`config.mk`:
```
export PLATFORM = sky130hd
export DESIGN_NAME = clk_div_multi
export DESIGN_NICKNAME = d
export VERILOG_FILES = /design/src/rtl/clk_div_pkg.sv /design/src/rtl/clk_div_chan.sv /design/src/rtl/clk_div_multi.sv
export SDC_FILE = /design/constraint.sdc
export NUM_CORES = 1
export LEC_CHECK = 0
export ABC_AREA = 1
export CAP_MARGIN = 20
export CELL_PAD_IN_SITES_DETAIL_PLACEMENT = 1
export CELL_PAD_IN_SITES_GLOBAL_PLACEMENT = 1
export CORE_MARGIN = 2
export CORE_UTILIZATION = 49
export DETAILED_ROUTE_END_ITERATION = 16
export HOLD_SLACK_MARGIN = 0.15
export MAX_ROUTING_LAYER = met4
export PLACE_DENSITY = 0.87
export SYNTH_ARGS = -nofsm -noshare
export SYNTH_HDL_FRONTEND = slang
export SYNTH_SLANG_ARGS = --single-unit
```
`constraint.sdc`:
```
create_clock -name i_clk -period 7.3 [get_ports i_clk]
set_clock_uncertainty 0.1 [all_clocks]
set_input_delay 2.19 -clock i_clk [delete_from_list [all_inputs] [get_ports i_clk]]
set_output_delay 2.19 -clock i_clk [all_outputs]
set_load 0.1 [all_outputs]
```
`src/rtl/clk_div_pkg.sv`:
```
// clk_div_pkg: shared constants and helpers for the multi-channel clock divider.
package clk_div_pkg;
  localparam int unsigned RESET_DIV_DEF = 1024;
  function automatic int unsigned clog2(input int unsigned n);
    int unsigned r;
    r = 0;
    for (int i = 0; i < 32; i++) if ((64'd1 << i) < 64'(n)) r = i + 1;
    return r;
  endfunction
  function automatic logic ch_hit(input int unsigned idx, input int unsigned c, input int unsigned n);
    return (idx < n) && (idx == c);
  endfunction
endpackage

```
`src/rtl/clk_div_chan.sv`:
```
// clk_div_chan: one divider channel with a shadowed divisor that is swapped in only
// at the period wrap, so the divided clock never produces runt pulses.
module clk_div_chan #(
  parameter int unsigned WIDTH     = 16,
  parameter int unsigned RESET_DIV = 1024
) (
  input  logic             i_clk,
  input  logic             i_rst_n,
  input  logic             i_wr,
  input  logic [WIDTH-1:0] i_wr_div,
  input  logic             i_sync,
  output logic             o_pend,
  output logic             o_clk,
  output logic             o_stb
);
  logic [WIDTH-1:0] div_q, div_d, sh_q, sh_d, cnt_q, cnt_d;
  logic             pend_q, pend_d, clk_q, clk_d, stb_q, stb_d;
  logic             en, tick;
  logic [WIDTH:0]   half;
  assign en   = div_q != '0;
  assign tick = en && (i_sync || cnt_q == div_q - WIDTH'(1));
  // one extra bit so ceil(div/2) cannot overflow at the maximum divisor
  assign half = ({1'b0, div_q} + (WIDTH+1)'(1)) >> 1;
  always_comb begin
    div_d  = div_q;
    sh_d   = sh_q;
    pend_d = pend_q;
    cnt_d  = (en && !tick) ? cnt_q + WIDTH'(1) : '0;
    stb_d  = en && cnt_q == '0;
    clk_d  = en && ({1'b0, cnt_q} < half);
    if (tick) begin
      div_d  = i_wr ? i_wr_div : pend_q ? sh_q : div_q;
      pend_d = 1'b0;
    end else begin
      if (!en && pend_q) begin
        div_d  = sh_q;
        pend_d = 1'b0;
      end
      if (i_wr) begin
        sh_d   = i_wr_div;
        pend_d = 1'b1;
      end
    end
  end
  always_ff @(posedge i_clk or negedge i_rst_n) begin
    if (!i_rst_n) begin
      div_q  <= WIDTH'(RESET_DIV);
      sh_q   <= WIDTH'(RESET_DIV);
      cnt_q  <= '0;
      pend_q <= 1'b0;
      clk_q  <= 1'b0;
      stb_q  <= 1'b0;
    end else begin
      div_q  <= div_d;
      sh_q   <= sh_d;
      cnt_q  <= cnt_d;
      pend_q <= pend_d;
      clk_q  <= clk_d;
      stb_q  <= stb_d;
    end
  end
  assign o_pend = pend_q;
  assign o_clk  = clk_q;
  assign o_stb  = stb_q;
endmodule

```
`src/rtl/clk_div_multi.sv`:
```
// clk_div_multi: CHANNELS independent run-time programmable clock/strobe dividers.
// Define CLK_DIV_MULTI_SYNC_EN to add i_sync, which realigns all enabled channels.
module clk_div_multi
  import clk_div_pkg::*;
#(
  parameter int unsigned CHANNELS  = 2,
  parameter int unsigned WIDTH     = 16,
  parameter int unsigned RESET_DIV = RESET_DIV_DEF,
  localparam int unsigned CH_W     = (clog2(CHANNELS) > 1) ? clog2(CHANNELS) : 1
) (
  input  logic                i_clk,
  input  logic                i_rst_n,
  input  logic                i_wr,
  input  logic [CH_W-1:0]     i_wr_ch,
  input  logic [WIDTH-1:0]    i_wr_div,
`ifdef CLK_DIV_MULTI_SYNC_EN
  input  logic                i_sync,
`endif
  output logic [CHANNELS-1:0] o_pend,
  output logic [CHANNELS-1:0] o_clk,
  output logic [CHANNELS-1:0] o_stb
);
  logic sync;
`ifdef CLK_DIV_MULTI_SYNC_EN
  assign sync = i_sync;
`else
  assign sync = 1'b0;
`endif
  for (genvar c = 0; c < CHANNELS; c++) begin : g_ch
    clk_div_chan #(
      .WIDTH     (WIDTH),
      .RESET_DIV (RESET_DIV)
    ) u_chan (
      .i_clk    (i_clk),
      .i_rst_n  (i_rst_n),
      .i_wr     (i_wr && ch_hit(32'(i_wr_ch), c, CHANNELS)),
      .i_wr_div (i_wr_div),
      .i_sync   (sync),
      .o_pend   (o_pend[c]),
      .o_clk    (o_clk[c]),
      .o_stb    (o_stb[c])
    );
  end
endmodule
```
==> impl_results.rst <==
.. list-table::
   :header-rows: 1

   * - Metric
     - Value
   * - Total power divided by cell area
     - 392 nW/um^2
   * - TritonCTS buffer count
     - 9
   * - Count of antenna diodes in the layout
     - 0
   * - Remaining global-route overflow
     - 0
   * - Global-route wire length before repair
     - 37700 um
   * - Number of antenna violations at the first check in global routing
     - 0
   * - Remaining routing DRC violations
     - 0
   * - H-Tree Depth
     - 3
   * - Synthesis warning total
     - 0
   * - Critical Path End Type
     - output pin
   * - Worst reg2reg path depth
     - 14
   * - Maximum achievable frequency
     - 237 MHz
   * - Data required, critical path
     - 5.01 ns
   * - Cells along the critical path
     - clkdlybuf4s50_1
   * - Post-synth EDFFs
     - 0
   * - Final max-slew violation count
     - 0
   * - Post-route minimum period
     - 4.22 ns
   * - Iteration count of the initial detailed-routing pass
     - 4
   * - Register bit count reported by yosys
     - 102
   * - Standard cell with the maximum stage delay on the critical path
     - clkdlybuf4s50_1
   * - Hold Vio Cnt, Final
     - 0
   * - Count of buffering cells on the critical path with inverters included
     - 1
   * - Total of endpoints with negative setup slack in the final report
     - 0
   * - Type of the worst min-delay path
     - register to register
   * - Main area contributors after synthesis
     - dfrtp_1 (31%), nand2_1 (15%), nand3_1 (7.2%), inv_1 (6.1%), ha_1 (6.0%)
   * - Worst hold path stage count
     - 2
   * - Ratio of cells with drive above 1 in the final layout
     - 6.99%
   * - Cell at the root of the clock tree
     - clkbuf_16
   * - Hold_buf cts
     - 0
   * - Die W
     - 131 um
   * - Startpoint of the lowest-slack hold path
     - g_ch[1].u_chan.sh_q[2]
   * - Post-detailed-placement half-perimeter wirelength
     - 17300 um
   * - Leak pwr
     - 4.23 nW
   * - CP Max Fanout
     - 3
   * - Worst R2R Setup Slack
     - 3.88 ns
   * - Final net count
     - 1169
   * - Drt first-iter violations
     - 446
   * - Routed wire length
     - 23000 um
   * - Library cells used by synthesis
     - 49
   * - Area enclosed by the die boundary
     - 17100 sq um
   * - Max-cap check violation count
     - 0
   * - Share of the synthesized area in the top cell type
     - 31.2%
   * - Syn nets
     - 1178
   * - Final ANT Viol Nets
     - 0
   * - Outcome
     - complete, no violations
   * - Port-buffer cells
     - 25
   * - Dominant synthesized flop cell
     - dfrtp_1
   * - Initial cell density of the core
     - 49.8%
   * - Setup TNS after final layout
     - 0 ns
   * - Path type of the worst setup path
     - register to output pin
   * - Die Span Y
     - 131 um
   * - Number of vias per cell
     - 5.53
   * - Via count of the first global-routing pass
     - 7589
   * - WP depth
     - 1
   * - Sink count of the clock tree
     - 102
   * - Post-cts resize count
     - 0
   * - Final cell count without fillers
     - 1332
   * - Std-Cell Rows
     - 46
   * - CTS max path bufs
     - 2
   * - Cell class contributing the biggest share of worst-path delay
     - buffers and inverters
   * - Sink of the worst hold path
     - g_ch[1].u_chan.sh_q[2]
   * - Num ports
     - 26
   * - Pin count of the biggest net entering global routing
     - 70
   * - Rel. slew slack
     - 34.7%
   * - Core ar.
     - 15800 sq um
   * - Register area share after synthesis
     - 32.5%
   * - Async set-or-reset flop fraction in the synthesized netlist
     - 100%
   * - GR Util All Layers
     - 29.3%
   * - Area grow syn2layout
     - 7.47%
   * - Clock-pin slew reported for the worst setup and hold paths after clock tree synthesis
     - 0.07 ns
   * - Number of buffers inserted to repair setup after CTS
     - 0
   * - Mean cell area of the mapped netlist
     - 7.02 sq um
   * - Biggest cell delay along the critical path
     - 1.16 ns
   * - Period utilisation layout
     - 57.8%
   * - Setup repair after global routing missed its margin
     - false
   * - Critical Path Source Type
     - register
   * - Arr. time, crit path
     - 1.93 ns
   * - Average wire per cell in the routed design
     - 17.3 um
   * - Worst slew pin tran
     - 0.977 ns
   * - Number of instances in the synthesized netlist
     - 1120
   * - Count of vias placed by the detailed router
     - 7370
   * - Launching point of the worst reg2reg path
     - g_ch[0].u_chan.div_q[2]
   * - Cell type contributing the most total cell area after synthesis
     - dfrtp_1
   * - Global placement routability congestion
     - 0.860
   * - Cell total after placement
     - 1315
   * - Netlist Area Pre-Place
     - 7860 sq um
   * - Crit Reg-Reg Endpoint
     - g_ch[0].u_chan.o_clk
   * - Clock tree from TritonCTS
     - yes
   * - Max IR drop VDD
     - 0.000249 V
   * - Insertion delay of the later-clocked pin in the worst-skew pair
     - 0.36 ns
per-stage QoR:
stage | setup slack, ns | power (W) | utilization (%) | area, sq um | hold slack (ns)
5_1_grt | 3.04 | 0.00359 | 53.6 | 8450 | 0.418
3_5_place_dp | 3.06 | 0.00268 | 51.2 | 8070 | 0.379
2_1_floorplan | 4.02 | 0.00229 | - | 7860 | 0.351
3_3_place_gp | 3.12 | 0.00259 | 51.2 | 8070 | 0.361
4_1_cts | 3.08 | 0.00332 | 53.5 | 8440 | 0.394
6_report | 3.08 | 0.00331 | 53.6 | 8450 | 0.388
per-layer routing:
layer | share of wire, % | track usage (%) | wire [um]
met3 | 2.1 | 3.18 | 482
met5 | 0 | - | 0
met2 | 50 | 48.8 | 11500
met1 | 46 | 37.6 | 10500
met4 | 2.4 | 9.20 | 544
cell type report:
type                       instances  area [sq um]
fill                            2133          7320
multi-input combinational        835          4470
sequential                       102          2560
inverter                         136           513
tap                              216           270
timing repair buffer              27           263
clock buffer                       9           225
clock inverter                     7           143
power breakdown:
part	switching [W]	leakage (nW)	total, W	internal (W)
clock	0.000229	0.180	0.000601	0.000372
combinational	0.00111	2.77	0.00170	0.000594
sequential	0.000295	1.28	0.00101	0.000718
worst max path at each step:
| stage | from | end | slack [ns] |
|---|---|---|---|
| after floorplan | i_wr | g_ch[0].u_chan.div_q[3] | 4.02 |
| after global placement | i_wr | g_ch[0].u_chan.div_q[12] | 3.12 |
| after detailed placement | i_wr_ch | g_ch[0].u_chan.div_q[10] | 3.06 |
| after CTS | g_ch[1].u_chan.o_pend | o_pend[1] | 3.08 |
| after global routing | g_ch[1].u_chan.o_pend | o_pend[1] | 3.04 |
| final | g_ch[1].u_chan.o_pend | o_pend[1] | 3.08 |
cells in the final DEF, fill, tap and decap left out, types with 25 or more instances in the layout:
cell type and instances:
a21oi_1 28, dfrtp_1 98, ha_1 38, inv_1 127, nand2_1 319, nand3_1 113
nor2_1 90, nor3_1 25, o21ai_0 54, xor2_1 34
synth_stat cells, types with 2 or more instances:
master / n
nand2_1: 319
inv_1: 127
nand3_1: 113
dfrtp_1: 98
nor2_1: 90
o21ai_0: 54
ha_1: 38
xor2_1: 34
a21oi_1: 28
nor3_1: 25
xnor2_1: 20
buf_2: 18
o21ai_1: 18
nand4_1: 17
nor2_2: 15
buf_4: 12
buf_6: 9
nand3b_1: 9
inv_2: 8
nor2_4: 8
nand2_2: 7
clkbuf_1: 6
nor3b_1: 5
dfstp_2: 4
nand3_2: 4
nor4_1: 4
nand3_4: 3
o211ai_1: 3
clkbuf_2: 2
nor3_2: 2
o31ai_1: 2
worst min-delay path, delay by kind of cell (launching register included):
family | cells | cell delay (ns)
AND/OR/NAND/NOR | 1 | 0.05
AO/OA/AOI/OAI | 1 | 0.06
flip-flops | 1 | 0.35
sequential cells by signal (all words and copies together) (netlist names):
signal / cells
g_ch.u_chan.cnt_q: 32
g_ch.u_chan.div_q: 32
g_ch.u_chan.o_clk: 2
g_ch.u_chan.o_pend: 2
g_ch.u_chan.o_stb: 2
g_ch.u_chan.sh_q: 32
kinds of logic (layout without fill, tap and decap cells):
group / count (synthesis) / count (layout) / share of synthesized area [%]
simple gates: 628 / 628 / 36.8
buf+inv: 183 / 179 / 10.5
compound gates: 114 / 114 / 7.87
flops: 102 / 102 / 32.5
xor+xnor: 55 / 55 / 6.23
fa+ha+maj: 38 / 38 / 6.05
No activity file was read; power rests on OpenSTA's default activity.
